<file path="src/rtl/spi_slave_param.sv">
// spi_slave_param: SPI-style slave that receives FL-bit frames, decodes the
// command MSB, and returns a read payload on MISO after a bounded wait.
// Optional frame-abort reporting on frame_err is built when SPI_SLAVE_FRAME_ERR_EN is defined.
module spi_slave_param #(
  parameter int DATA_WIDTH  = 8,
  parameter int TX_WAIT_MAX = 16
) (
  input  logic                  clk,
  input  logic                  rst_n,
  input  logic                  SS_n,
  input  logic                  MOSI,
  input  logic [DATA_WIDTH-1:0] tx_data,
  input  logic                  tx_valid,
  output logic                  MISO,
  output logic [DATA_WIDTH+1:0] rx_data,
  output logic                  rx_valid,
  output logic [2:0]            cs,
  output logic                  frame_err,
  output logic                  tx_timeout
);
  localparam int FL = DATA_WIDTH + 2;
  localparam int CW = $clog2(FL);
  localparam int WW = $clog2(TX_WAIT_MAX + 1);
  localparam int TW = $clog2(DATA_WIDTH + 1);
  localparam logic [2:0] IDLE      = 3'd0;
  localparam logic [2:0] WRITE     = 3'd1;
  localparam logic [2:0] CHK_CMD   = 3'd2;
  localparam logic [2:0] READ_ADD  = 3'd3;
  localparam logic [2:0] READ_DATA = 3'd4;

  logic [2:0]            r_state;
  logic [FL-2:0]         r_shift;
  logic [CW-1:0]         r_cnt;
  logic                  r_done;
  logic                  r_rd_seen;
  logic                  r_wait;
  logic [WW-1:0]         r_wcnt;
  logic                  r_txact;
  logic [DATA_WIDTH-1:0] r_tx;
  logic [TW-1:0]         r_txcnt;
  logic                  r_miso;
  logic                  r_rx_valid;
  logic [FL-1:0]         r_rx_data;
  logic                  r_to;
  logic                  w_data_st;
  logic                  w_last;
  logic                  w_abort;

  assign w_data_st = (r_state == WRITE) || (r_state == READ_ADD) || (r_state == READ_DATA);
  assign w_last    = w_data_st && !r_done && (r_cnt == CW'(FL - 2));
  assign w_abort   = SS_n && (r_state != IDLE);

  // Frame FSM: command decode, serial shift-in, read wait window and MISO shift-out.
  always_ff @(posedge clk) begin
    r_rx_valid <= 1'b0;
    r_to       <= 1'b0;
    if (!rst_n) begin
      r_state   <= IDLE;
      r_shift   <= '0;
      r_cnt     <= '0;
      r_done    <= 1'b0;
      r_rd_seen <= 1'b0;
      r_wait    <= 1'b0;
      r_wcnt    <= '0;
      r_txact   <= 1'b0;
      r_tx      <= '0;
      r_txcnt   <= '0;
      r_miso    <= 1'b0;
      r_rx_data <= '0;
    end else if (w_abort) begin
      r_state <= IDLE;
      r_cnt   <= '0;
      r_done  <= 1'b0;
      r_wait  <= 1'b0;
      r_wcnt  <= '0;
      r_txact <= 1'b0;
      r_txcnt <= '0;
      r_miso  <= 1'b0;
    end else begin
      case (r_state)
        IDLE: if (!SS_n) r_state <= CHK_CMD;
        CHK_CMD: begin
          r_shift <= {{(FL-2){1'b0}}, MOSI};
          r_cnt   <= '0;
          r_done  <= 1'b0;
          r_state <= !MOSI ? WRITE : r_rd_seen ? READ_DATA : READ_ADD;
        end
        default: ;
      endcase
      if (w_data_st && !r_done) begin
        r_shift <= {r_shift[FL-3:0], MOSI};
        r_cnt   <= r_cnt + CW'(1);
        if (w_last) begin
          r_done     <= 1'b1;
          r_rx_valid <= 1'b1;
          r_rx_data  <= {r_shift, MOSI};
          if (r_state == READ_ADD) r_rd_seen <= 1'b1;
          if (r_state == READ_DATA) begin
            r_rd_seen <= 1'b0;
            r_wait    <= 1'b1;
            r_wcnt    <= '0;
          end
        end
      end
      if (r_wait) begin
        if (tx_valid) begin
          r_wait  <= 1'b0;
          r_txact <= 1'b1;
          r_miso  <= tx_data[DATA_WIDTH-1];
          r_tx    <= {tx_data[DATA_WIDTH-2:0], 1'b0};
          r_txcnt <= TW'(DATA_WIDTH - 1);
        end else if (r_wcnt == WW'(TX_WAIT_MAX - 1)) begin
          r_wait <= 1'b0;
          r_to   <= 1'b1;
        end else begin
          r_wcnt <= r_wcnt + WW'(1);
        end
      end
      if (r_txact) begin
        if (r_txcnt != '0) begin
          r_miso  <= r_tx[DATA_WIDTH-1];
          r_tx    <= {r_tx[DATA_WIDTH-2:0], 1'b0};
          r_txcnt <= r_txcnt - TW'(1);
        end else begin
          r_miso  <= 1'b0;
          r_txact <= 1'b0;
        end
      end
    end
  end

`ifdef SPI_SLAVE_FRAME_ERR_EN
  logic r_ferr;
  // Flag SS_n rising before frame completion or while the payload is still shifting out.
  always_ff @(posedge clk) begin
    if (!rst_n) r_ferr <= 1'b0;
    else r_ferr <= w_abort && w_data_st && (!r_done || r_txact);
  end
  assign frame_err = r_ferr;
`else
  assign frame_err = 1'b0;
`endif

  assign cs         = r_state;
  assign MISO       = r_miso;
  assign rx_data    = r_rx_data;
  assign rx_valid   = r_rx_valid;
  assign tx_timeout = r_to;
endmodule

</file>
<file path="config.mk">
export PLATFORM = sky130hd
export DESIGN_NAME = spi_slave_param
export DESIGN_NICKNAME = d
export VERILOG_FILES = /design/src/rtl/spi_slave_param.sv
export SDC_FILE = /design/constraint.sdc
export NUM_CORES = 1
export LEC_CHECK = 0
export ABC_AREA = 1
export BUFFER_PORTS_ARGS = -buffer_cell sky130_fd_sc_hd__buf_2
export CORE_MARGIN = 1.5
export CORE_UTILIZATION = 40
export DETAILED_ROUTE_END_ITERATION = 8
export SYNTH_ARGS = -nofsm -noshare
export SYNTH_HDL_FRONTEND = slang
export SYNTH_SLANG_ARGS = --single-unit
</file>
<file path="constraint.sdc">
create_clock -name clk -period 1.38 [get_ports clk]
set_input_delay 0.207 -clock clk [delete_from_list [all_inputs] [get_ports clk]]
set_output_delay 0.207 -clock clk [all_outputs]
set_load 0.005 [all_outputs]
</file>
After elaboration in Yosys (flattened, before gate mapping)
Cells that the tools add are included.
{"block": "totals", "ff_bits": 50, "in_bits": 13, "out_inout_bits": 17, "word_cells": 93}
{"block": "op_classes", "n_addsub": 3, "n_eq_ne": 7, "n_mux": 43, "bitwise": 4, "n_reduce_logical": 22}
{"op": "2-to-1 mux 8 bit", "count": 4}
{"op": "2-to-1 mux 5 bit", "count": 6}
{"op": "2-to-1 mux 4 bit", "count": 6}
{"op": "2-to-1 mux 1 bit", "count": 21}
{"op": "2-to-1 mux 9 bit", "count": 2}
{"op": "nonzero test 2 bit", "count": 5}
{"op": "2-to-1 mux 3 bit", "count": 3}
{"op": "equality test 3 x 2 -> 1 bit, second input constant", "count": 2}
{"op": "one-hot mux 3 bit (2 select lines)", "count": 1}
{"op": "AND reduction 2 bit", "count": 3}
{"op": "adder 5 x 1 -> 5 bit, second input constant", "count": 1}
{"op": "equality test 5 x 4 -> 1 bit, second input constant", "count": 1}
{"op": "adder 4 x 1 -> 4 bit, second input constant", "count": 1}
{"op": "equality test 4 bit, second input constant", "count": 1}
{"op": "inverter 1 bit", "count": 4}
{"op": "AND reduction 4 bit", "count": 1}
{"op": "nonzero test 4 bit", "count": 1}
{"op": "OR reduction 4 bit", "count": 1}
{"op": "subtractor 4 x 1 -> 4 bit, second input constant", "count": 1}
{"op": "equality test 3 x 1 -> 1 bit, second input constant", "count": 1}
{"op": "equality test 3 bit, second input constant", "count": 1}
{"op": "logical AND 1 bit", "count": 3}
{"op": "zero test 3 bit", "count": 1}
{"op": "AND reduction 3 bit", "count": 1}
{"op": "other kinds (6)", "count": 7}

Depth between registers and ports, before layout
Gate-level depths: netlist of the first run.
{"block": "logic_depth", "ltp_word": 10, "mapped_depth": 10}

Least setup slack after synthesis of the first run
OpenSTA, ideal clock, no wires.
{"block": "synth_timing", "path_type": "register to register", "startpoint": "register r_txcnt[0]", "endpoint": "register r_tx[1]", "setup_ns": 0.113, "t_arrival_ns": 1.260, "t_required_ns": 1.267, "slack_ns": 0.008, "stages_incl_launch_ff": 10, "period_less_slack_ns": 1.372, "path_cell_list": "dfxtp_1 -> inv_1 -> ha_1 -> nand3_1 -> nand3_4 -> nand2_2 -> nand2_2 -> buf_6 -> nor2_1 -> nor2_1"}
{"block": "synth_between", "elab_chain_cells": 3}
{"item": "from (decl)", "line": "40", "source": "logic [TW-1:0] r_txcnt;"}
{"item": "from (signal assigned)", "line": "111", "source": "r_txcnt <= TW'(DATA_WIDTH - 1);"}
{"item": "from (signal assigned)", "line": "123", "source": "r_txcnt <= r_txcnt - TW'(1);"}
{"item": "nonzero test 4 bit", "line": "120", "source": "if (r_txcnt != '0) begin"}
{"item": "2-to-1 mux 8 bit", "line": "120"}
{"item": "2-to-1 mux 8 bit", "line": "119", "source": "if (r_txact) begin"}
{"item": "to (signal assigned)", "line": "110", "source": "r_tx <= {tx_data[DATA_WIDTH-2:0], 1'b0};"}
{"item": "to (signal assigned)", "line": "122", "source": "r_tx <= {r_tx[DATA_WIDTH-2:0], 1'b0};"}
{"item": "to (decl)", "line": "39", "source": "logic [DATA_WIDTH-1:0] r_tx;"}
Every way passes these cells.
A chain may end at the register's enable or synchronous reset.

Final worst setup path of the first run
{"block": "layout_timing", "startpoint": "register r_state[1], in the netlist cs[1]", "endpoint": "register r_wcnt[2]"}
{"block": "layout_between", "elab_chain_cells": 10, "word_cells_on_any_way": 16, "cone_classes": "3 x eq/ne; 6 x mux; 7 x reduce/logical"}
{"item": "from (decl)", "line": "31", "source": "logic [2:0] r_state;"}
{"item": "from (signal assigned)", "line": "86", "source": "r_state <= !MOSI ? WRITE : r_rd_seen ? READ_DATA : READ_ADD;"}
{"item": "equality test 3 x 1 -> 1 bit or equality test 3 x 2 -> 1 bit (tied branches)", "line": "49", "source": "assign w_data_st = (r_state == WRITE) || (r_state == READ_ADD) || (r_state == READ_DATA);"}
{"item": "logical OR 1 bit (2 in series)", "line": "49"}
{"item": "logical AND 1 bit", "line": "50, 90"}
{"item": "logical AND 1 bit", "line": "50", "source": "assign w_last = w_data_st && !r_done && (r_cnt == CW'(FL - 2));"}
{"item": "2-to-1 mux 5 bit", "line": "93", "source": "if (w_last) begin"}
{"item": "2-to-1 mux 5 bit", "line": "90", "source": "if (w_data_st && !r_done) begin"}
{"item": "2-to-1 mux 5 bit", "line": "112", "source": "end else if (r_wcnt == WW'(TX_WAIT_MAX - 1)) begin"}
{"item": "2-to-1 mux 5 bit", "line": "106", "source": "if (tx_valid) begin"}
{"item": "2-to-1 mux 5 bit", "line": "105", "source": "if (r_wait) begin"}
{"item": "to (signal assigned)", "line": "116", "source": "r_wcnt <= r_wcnt + WW'(1);"}
{"item": "to (decl)", "line": "37", "source": "logic [WW-1:0] r_wcnt;"}
Several ways; a longest one is shown, not always the timed one.

==> results of run 1 <==
power by group:
group / internal (µW) / switching (µW)
sequential: 1460 / 21.5
clock: 540 / 515
combinational: 193 / 265
cells by family (layout without fill, tap and decap cells):
| logic type | count (synthesis) | in the layout |
|---|---|---|
| AO/OA/AOI/OAI | 46 | 46 |
| buffers and inverters | 56 | 108 |
| flip-flops | 50 | 50 |
| AND/OR/NAND/NOR | 170 | 172 |
| XOR/XNOR | 1 | 1 |
| adder cells (fa/ha/maj) | 4 | 4 |
| other | 1 | 1 |
stage by stage:
stage	total power, µW	setup TNS (ns)	hold slack [ns]	instances	area, µm²
6_report	3000	-0.0113	0.204	454	2970
3_3_place_gp	1890	0	0.442	442	2670
2_1_floorplan	1720	0	0.363	328	2300
5_1_grt	3140	-1.66	0.202	454	2970
3_5_place_dp	1890	-0.0356	0.443	442	2670
4_1_cts	2950	-0.149	0.200	450	2810
critical path, stage by stage (launching register included):
cell	delay, ns
dfxtp_4	0.37
nor2_4	0.16
nand2_1	0.12
nand2_4	0.12
nand2_2	0.08
buf_4	0.19
a21oi_1	0.11
o21ai_0	0.09
nor2_1	0.10
path summary, 6_finish.rpt:
kind	end	from	slack, ns
setup / recovery	r_wcnt[2]	cs[1]	-0.01
hold / removal	r_shift[0]	MOSI	0.20
setup reg to reg	r_wcnt[2]	cs[1]	-0.01
hold reg to reg	rx_data[6]	rx_data[6]	0.46
synthesized netlist by cell type, drive strengths merged:
cell type	n
nand3b	1
o21a	1
o21ai	20
clkbuf	2
xor2	1
inv	46
o211ai	1
conb	1
nand3	39
nor4	1
ha	4
a31oi	1
nand2	75
buf	8
a21boi	1
dfxtp	50
nor2	51
nor3	3
a21oi	22
layer usage:
| layer | up-vias | routed length [µm] |
|---|---|---|
| li1 | 1143 | - |
| met1 | 943 | 2420 |
| met2 | 42 | 2330 |
| met3 | 9 | 203 |
| met4 | 0 | 58 |
| met5 | - | 0 |
sequential cells by signal, summed over array words and instances (netlist names), 3 cells and up:
signal   count
r_tx         8
r_wcnt       5
r_txcnt      4
r_shift      9
r_cnt        4
cs           3
rx_data     10
layout make-up:
| cell class | instances | area, µm² | share of cell area, % |
|---|---|---|---|
| clock inverters | 3 | 45.0 | 1.52 |
| repair buffers | 54 | 380 | 12.8 |
| inverters | 46 | 175 | 5.91 |
| flip-flops and latches | 50 | 1020 | 34.3 |
| multi-input cells | 224 | 1190 | 40.0 |
| clock buffers | 5 | 68.8 | 2.32 |
| well taps | 72 | 90.1 | 3.04 |
cells in the final DEF, fill, tap and decap left out:
cell	count
a31oi_1	1
nand2_4	5
clkbuf_8	5
nand2_1	64
a21boi_0	1
nor2_1	45
o21a_1	1
nand3b_1	1
a21oi_1	21
buf_6	2
ha_1	1
nand3_4	2
o21ai_0	15
nor2_2	3
dfxtp_4	3
inv_4	1
buf_2	28
nor3_1	3
buf_12	3
inv_2	5
dfxtp_2	5
ha_4	3
nand3_1	35
conb_1	1
a21oi_4	1
xor2_1	1
o21ai_1	5
nand2_2	6
inv_1	40
clkinvlp_4	2
o211ai_1	1
nor4_1	1
bufinv_16	1
nor2_4	5
buf_4	21
dfxtp_1	42
nand3_2	2
repair_timing:
item                                   4_1_cts  5_1_grt
endpoints found under the hold margin        0        0
resized for setup                            4       42
setup endpoints to repair                   26       45
pin swaps                                    0       19
cloned                                       0        2
buffers inserted                             0        2
==> results.yml, run 1 <==
outcome:
  status: "finished, violations left"
  violations: "setup timing"
job:
  maxCapViolCount: 0
die:
  dieArea_um2: 6220
  ioPinCount: 30
  dieHeight_um: 78.9
  die_w_um: 78.9
  start_util_pct: 41.6
  rows: 27
  core_um2: 5540
logic_synthesis:
  synth_top_family_by_area: "simple AND/OR/NAND/NOR gates"
  netlist_instances: 328
  synth_cell_types: 27
  synth_nets: 345
  synthTopCellsByArea: "dfxtp_1, nand2_1, nand3_1, nor2_1, inv_1"
  yosys.area_share.simple_pct: 32.6
  synth_compound_area_share_pct: 10.9
  synthMuxAreaShare_pct: 0
  synth_xor_area_share_pct: 0.380
  avgSynthCellArea_um2: 7.02
  synthesis.area_um2: 2300
  synth-seq-cells: 50
  synth_seq_area_share_pct: 43.5
  netlist.area_leader.share_pct: 43.5
  synth_warnings: 0
  synth_top_cell_by_area: "dfxtp_1"
  synthAdderAreaFrac_pct: 2.17
clock_tree:
  clk_transition_reported_paths_ns: 0.10
  cts_hold_buf: 0
  cts_tree: "yes"
  cts.sinks: 50
  clk_latency_ns: 0.31
  h-tree-depth: 2
  cts_root_buffer: "clkbuf_8"
  cts_buffers: 5
  clk_path_buf_depth: 2
sta:
  clock_skew_ns: 0.0111
  hold_viol: 0
  slew_violations: 0
  fin_crit_sh_pct: 101
  fin_crit_ns: 1.39
  rsz0062_at_grt: "true"
  setup_viol: 1
  worst_slack_ns: -0.0113
  fmaxAchievable_ghz: 0.719
place:
  gp_congestion: 0.777
  io_buffers: 28
  pre_cts_ws_ns: -0.0102
  dpl.hpwl_um: 3320
worst_setup_path:
  timing_worst_setup_path_type: "flop to flop"
  worst_setup_path_end_kind: "flop"
  worstPathRequired_ns: 1.63
  reg2reg_depth: 8
  arrival_ns: 1.64
  cp_max_fo: 11
  cp-start-kind: "flop"
cells_and_area:
  fill_cells: 533
  area_growth_pct: 28.7
  drive_gt1_share_pct: 27.0
  postLayoutCoreUtil_pct: 53.5
  antennaDiodeCount: 0
  nets: 398
worst_hold_path:
  holdPathStages: 3
  hold_class: "input pin to flop"
power:
  vdd_ir_drop_max_v: 0.000615
  leakage_uw: 0.00132
  cellPowerDensity_nw_per_um2: 1010
global_route:
  grt_max_degree: 29
  gr-usage-all-layers_pct: 16.9
  grt_pass1_vias: 1909
  grt_antenna_before_repair: 0
  grt_overflow: 0
  grt_pass1_wl_um: 8520
  use_met2_pct: 28.5
  use_met1_pct: 22.0
  top_usage_layer: "met2"
  grtUsageMet3_pct: 3.56
detailed_routing:
  drc: 0
  wl_um: 5020
  wl_per_cell_um: 11.0
  drtPass1Iterations: 4
  vias: 2137
  drt_iter0_markers: 70
  antenna_left: 0
  viasPerCell: 4.71
No activity file was read; power rests on OpenSTA's default activity.
==> run 2: changes to the inputs <==
--- a/config.mk
+++ b/config.mk
@@ -7,9 +7,11 @@
 export LEC_CHECK = 0
 export ABC_AREA = 1
 export BUFFER_PORTS_ARGS = -buffer_cell sky130_fd_sc_hd__buf_2
-export CORE_MARGIN = 1.5
+export CORE_MARGIN = 5
 export CORE_UTILIZATION = 40
 export DETAILED_ROUTE_END_ITERATION = 8
+export HOLD_SLACK_MARGIN = 0.1
+export PLACE_DENSITY = 0.6
 export SYNTH_ARGS = -nofsm -noshare
 export SYNTH_HDL_FRONTEND = slang
 export SYNTH_SLANG_ARGS = --single-unit
==> run 2 against run 1 <==
Worst setup slack improved by 0.0080 ns. Via count increased by 1.4%. Routed wire length increased by 4.5%. Power decreased by 5.0%. The flow still finishes with violations (setup timing). Cell count increased by 0.88%. Critical path type unchanged. Global-route usage decreased by 2.6 points. Clock skew decreased by 0.0069 ns. First-iteration DRC count increased by 20%. Clock-buffer cell count increased by 1. Register-to-register slack about the same. Largest cell class unchanged. Sequential share of layout area decreased by 0.46 points.
==> results.yml, run 2 (same netlist as run 1, synthesis figures left out) <==
worst_setup_path:
  r2r_end: "rx_data[2]"
  r2r-start: "cs[1]"
  reg2reg_slack_ns: -0.003
  cp-start-kind: "flop"
  worstPathRequired_ns: 1.63
  cp-startpoint: "cs[1]"
  arrival_ns: 1.63
  timing_worst_setup_path_type: "flop to flop"
  worst_setup_path_end_kind: "flop"
  reg2reg_depth: 7
  cp_max_fo: 5
  crit_path_end: "rx_data[2]"
power:
  vdd_ir_drop_max_v: 0.000703
  leakage_uw: 0.00133
  cellPowerDensity_nw_per_um2: 953
cells_and_area:
  postLayoutCoreUtil_pct: 54.0
  antennaDiodeCount: 0
  mostFrequentLayoutCells: "nand2_1, nor2_1, dfxtp_1, inv_1, nand3_1"
  largest_register_ffs: 10
  nets: 402
  area_growth_pct: 29.8
  design_area_um2: 2990
  final_common_cell: "nand2_1"
  instances_no_fill: 458
  fill_cells: 536
  drive_gt1_share_pct: 29.3
clock_tree:
  cts_root_buffer: "clkbuf_8"
  cts_buffers: 5
  clk_transition_reported_paths_ns: 0.09
  cts_tree: "yes"
  cts.sinks: 50
  clk_path_buf_depth: 2
  h-tree-depth: 2
  cts_hold_buf: 0
  clk_latency_ns: 0.31
place:
  dpl.hpwl_um: 3530
  dpl_cell_area_um2: 2670
  io_buffers: 28
  gp_congestion: 0.843
  dp.cells: 443
global_route:
  grt_overflow: 0
  grt_max_degree: 29
  grt_pass1_wl_um: 8620
  grt_antenna_before_repair: 0
  gr-usage-all-layers_pct: 14.3
  grt_pass1_vias: 1943
die:
  dieArea_um2: 7380
  start_util_pct: 41.6
  core_um2: 5540
  dieHeight_um: 85.9
  ioPinCount: 30
  rows: 27
  die_w_um: 85.9
detailed_routing:
  wl_per_cell_um: 11.4
  wl_um: 5240
  drc: 0
  vias: 2166
  drtPass1Iterations: 4
  antenna_left: 0
  drt_iter0_markers: 84
  viasPerCell: 4.73
sta:
  fmaxAchievable_ghz: 0.723
  fin_crit_sh_pct: 100
  hold_viol: 0
  setup_viol: 2
  rsz0062_at_grt: "true"
  clock_skew_ns: 0.00420
  slew_violations: 0
  fin_crit_ns: 1.38
  worst_slack_ns: -0.00323
worst_hold_path:
  hold_class: "input pin to flop"
outcome:
  violations: "setup timing"
  status: "finished, violations left"
job:
  maxCapViolCount: 0
run 2: changes by cell type in the layout (fill, tap and decap cells not counted), moves of 2 or more:
cell / previous run / this run
dfxtp_4: 3 / 1
nor2_2: 3 / 5
buf_4: 21 / 25
dfxtp_2: 5 / 7
run 2: critical path: stages (launching register included):
cell	delay, ns
dfxtp_2	0.35
nor2_4	0.13
nand2_2	0.10
nand2_2	0.10
nand3b_1	0.23
nor2_4	0.26
nor2_1	0.07
nor2_1	0.07
run 2: power breakdown:
part / internal [µW] / switching, µW / leakage [µW]
clock: 404 / 493 / 0.0000472
sequential: 1460 / 23.3 / 0.000407
combinational: 196 / 270 / 0.000874
total: 2060 / 787 / 0.00133
run 2: repair_timing:
action | 4_1_cts | 5_1_grt
setup buffers | 0 | 5
gates resized for setup | 4 | 48
gates cloned | 0 | 2
pin swaps | 0 | 21
setup endpoints to repair | 13 | 46
run 2: area by class of cell:
type | count | area [µm²] | share of cell area, %
clock inverter | 2 | 12.5 | 0.418
multi-input combinational | 224 | 1210 | 40.6
sequential | 50 | 1010 | 33.9
timing repair buffer | 58 | 402 | 13.4
inverter | 46 | 175 | 5.86
tap | 72 | 90.1 | 3.01
clock buffer | 6 | 82.6 | 2.76
run 2: worst min-delay path by stage:
stage / startpoint / endpoint / slack (ns) / cells past startpoint
2_1_floorplan: MOSI / cs[1] / 0.36 / 2
4_1_cts: MOSI / cs[1] / 0.20 / 3
6_report: MOSI / cs[1] / 0.20 / 3
3_3_place_gp: r_wcnt[4] / tx_timeout / 0.44 / 1
5_1_grt: MOSI / cs[1] / 0.19 / 3
3_5_place_dp: r_tx[0] / r_tx[0] / 0.44 / 2
run 2: per-layer routing:
| metal | GRT usage, % | wire [µm] | part of all wire [%] | vias up |
|---|---|---|---|---|
| met5 | 0 | 0 | 0 | - |
| met4 | 3.02 | 65 | 1.2 | 0 |
| met3 | 4.51 | 236 | 4.5 | 8 |
| met2 | 22.4 | 2410 | 46 | 44 |
| met1 | 19.3 | 2530 | 48 | 959 |
| li1 | - | - | - | 1155 |
run 2: through the flow:
step	power, µW	TNS, ns	hold slack (ns)	setup slack (ns)
after global placement	1880	-0.139	0.437	-0.0292
after floorplan	1720	0	0.363	0.00756
after detailed placement	1880	-0.248	0.436	-0.0421
after global routing	3000	-0.995	0.194	-0.0959
final	2850	-0.00346	0.201	-0.00323
after CTS	2780	-0.0239	0.197	-0.00924
==> run 3: changes to the inputs <==
--- a/config.mk
+++ b/config.mk
@@ -9,9 +9,11 @@
 export BUFFER_PORTS_ARGS = -buffer_cell sky130_fd_sc_hd__buf_2
 export CORE_MARGIN = 5
 export CORE_UTILIZATION = 40
+export CTS_CLUSTER_DIAMETER = 40
 export DETAILED_ROUTE_END_ITERATION = 8
 export HOLD_SLACK_MARGIN = 0.1
 export PLACE_DENSITY = 0.6
+export SLEW_MARGIN = 40
 export SYNTH_ARGS = -nofsm -noshare
 export SYNTH_HDL_FRONTEND = slang
 export SYNTH_SLANG_ARGS = --single-unit
==> constraint.sdc (replaced) <==
create_clock -name clk -period 1.38 [get_ports clk]
set_input_delay 0.069 -clock clk [delete_from_list [all_inputs] [get_ports clk]]
set_output_delay 0.069 -clock clk [all_outputs]
set_load 0.005 [all_outputs]
==> run 3 against run 2 <==
The run still ends with setup timing left. Global-route usage is 0.20 points higher. Sequential share of layout area is 0.88 points lower. Fmax is 0.94% lower. Critical endpoint unchanged.
==> results.yml, run 3 (same netlist as run 1, synthesis figures left out) <==
power:
  intPower_uw: 2080
  swShare_pct: 27.7
  vdd_ir_drop_max_v: 0.000716
  power.switching_uw: 794
  cellPowerDensity_nw_per_um2: 935
  pwr-share-seq_pct: 51.8
  leakage_uw: 0.00136
  combPwrFrac_pct: 16.9
  total_power_uw: 2870
  clock_power_share_pct: 31.3
worst_hold_path:
  hold_class: "input pin to flop"
cells_and_area:
  instances_no_fill: 466
  final_common_cell: "nand2_1"
  largest_register_ffs: 10
  nets: 410
  antennaDiodeCount: 0
  fill_cells: 529
  mostFrequentLayoutCells: "nand2_1, nor2_1, dfxtp_1, inv_1, nand3_1"
  drive_gt1_share_pct: 28.7
  area_growth_pct: 33.3
  postLayoutCoreUtil_pct: 55.4
global_route:
  grt_overflow: 0
  gr-usage-all-layers_pct: 14.5
  grt_pass1_vias: 1975
  grt_pass1_wl_um: 8750
  grt_antenna_before_repair: 0
  grt_max_degree: 29
die:
  core_um2: 5540
  ioPinCount: 30
  rows: 27
  dieArea_um2: 7380
  start_util_pct: 41.6
  dieHeight_um: 85.9
  die_w_um: 85.9
clock_tree:
  cts_buffers: 5
  clk_transition_reported_paths_ns: 0.09
  h-tree-depth: 2
  clk_latency_ns: 0.31
  cts_tree: "yes"
  cts_root_buffer: "clkbuf_8"
  cts.sinks: 50
  clk_path_buf_depth: 2
detailed_routing:
  wl_met3_um: 277
  wl_um: 5320
  antenna_left: 0
  vias: 2216
  drt_iter0_markers: 59
  route.met2.wl_um: 2460
  met1_length_um: 2520
  wl_per_cell_um: 11.4
  highest_layer: "met4"
  viasPerCell: 4.76
  drc: 0
  drtPass1Iterations: 4
sta:
  fmaxAchievable_ghz: 0.716
  clock_skew_ns: 0.00385
  hold_viol: 0
  setup_viol: 3
  fin_crit_ns: 1.40
  slew_violations: 0
  fin_crit_sh_pct: 101
  rsz0062_at_grt: "true"
  worst_slack_ns: -0.0164
  holdWs_ns: 0.0959
place:
  dpl.hpwl_um: 3530
  dp.cells: 443
  io_buffers: 28
  gp_congestion: 0.843
worst_setup_path:
  cp_max_fo: 5
  worstPathRequired_ns: 1.63
  path_cells: "nor2_4, nand2_2, nand2_2, nand3b_1, nor2_4, nor2_1, nor2_1"
  arrival_ns: 1.65
  cp-start-kind: "flop"
  timing_worst_setup_path_type: "flop to flop"
  reg2reg_slack_ns: -0.02
  slowest_delay_ns: 0.35
  cpLargestDelayFamily: "simple AND/OR/NAND/NOR gates"
  slowest_stage: "dfxtp_2"
  timing.critical_path.buf_inv: 0
  worst_setup_path_end_kind: "flop"
outcome:
  status: "finished, violations left"
  violations: "setup timing"
job:
  maxCapViolCount: 0
run 3: cell types whose count changed in the layout (fill, tap and decap cells not counted), sizes merged:
cell	delta
dlygate4sd3	+8
run 3: cell type report:
cell class,count,area [µm²],share of cell area (%)
inverter,46,175,5.70
clock buffer,6,82.6,2.69
sequential,50,1010,33.0
multi-input combinational,224,1210,39.6
clock inverter,2,12.5,0.407
tap,72,90.1,2.93
timing repair buffer,66,482,15.7
run 3: layer usage:
metal / global-route usage [%] / vias to the layer above
met3: 4.42 / 8
met5: 0 / -
met4: 3.02 / 0
met1: 19.6 / 990
met2: 22.8 / 50
li1: - / 1168
run 3: final timing paths:
path / startpoint / endpoint / cells past startpoint
max: cs[1] / rx_data[2] / 7
min: tx_data[4] / r_tx[5] / 5
max reg2reg: cs[1] / rx_data[2] / 7
min reg2reg: r_tx[0] / r_tx[0] / 2
run 3: what timing repair did:
action	4_1_cts	5_1_grt
hold buffers	8	0
setup endpoints to repair	13	46
gates cloned	0	2
buffers inserted	0	5
resized for setup	4	48
pin swaps	0	21
endpoints found under the hold margin	9	0
run 3: per-stage QoR:
stage          area [µm²]  TNS [ns]  setup WS (ns)
3_5_place_dp         2670    -0.248        -0.0421
3_3_place_gp         2670    -0.139        -0.0292
6_report             3070   -0.0408        -0.0164
2_1_floorplan        2300         0        0.00756
4_1_cts              2860   -0.0239       -0.00924
5_1_grt              3070     -1.12        -0.0980
run 3: worst min-delay path, delay by kind of cell:
kind            cells  cell delay (ns)
simple gates        3             0.17
buf+inv             1             0.07
compound gates      1             0.06
run 3: power groups by stage:
| stage | Sequential [µW] | Combinational, µW | Clock [µW] |
|---|---|---|---|
| after detailed placement | 1510 | 368 | 0 |
| after CTS | 1480 | 395 | 926 |
| after floorplan | 1510 | 211 | 0 |
| after global routing | 1490 | 531 | 993 |
| after global placement | 1510 | 367 | 0 |
| final | 1490 | 486 | 900 |
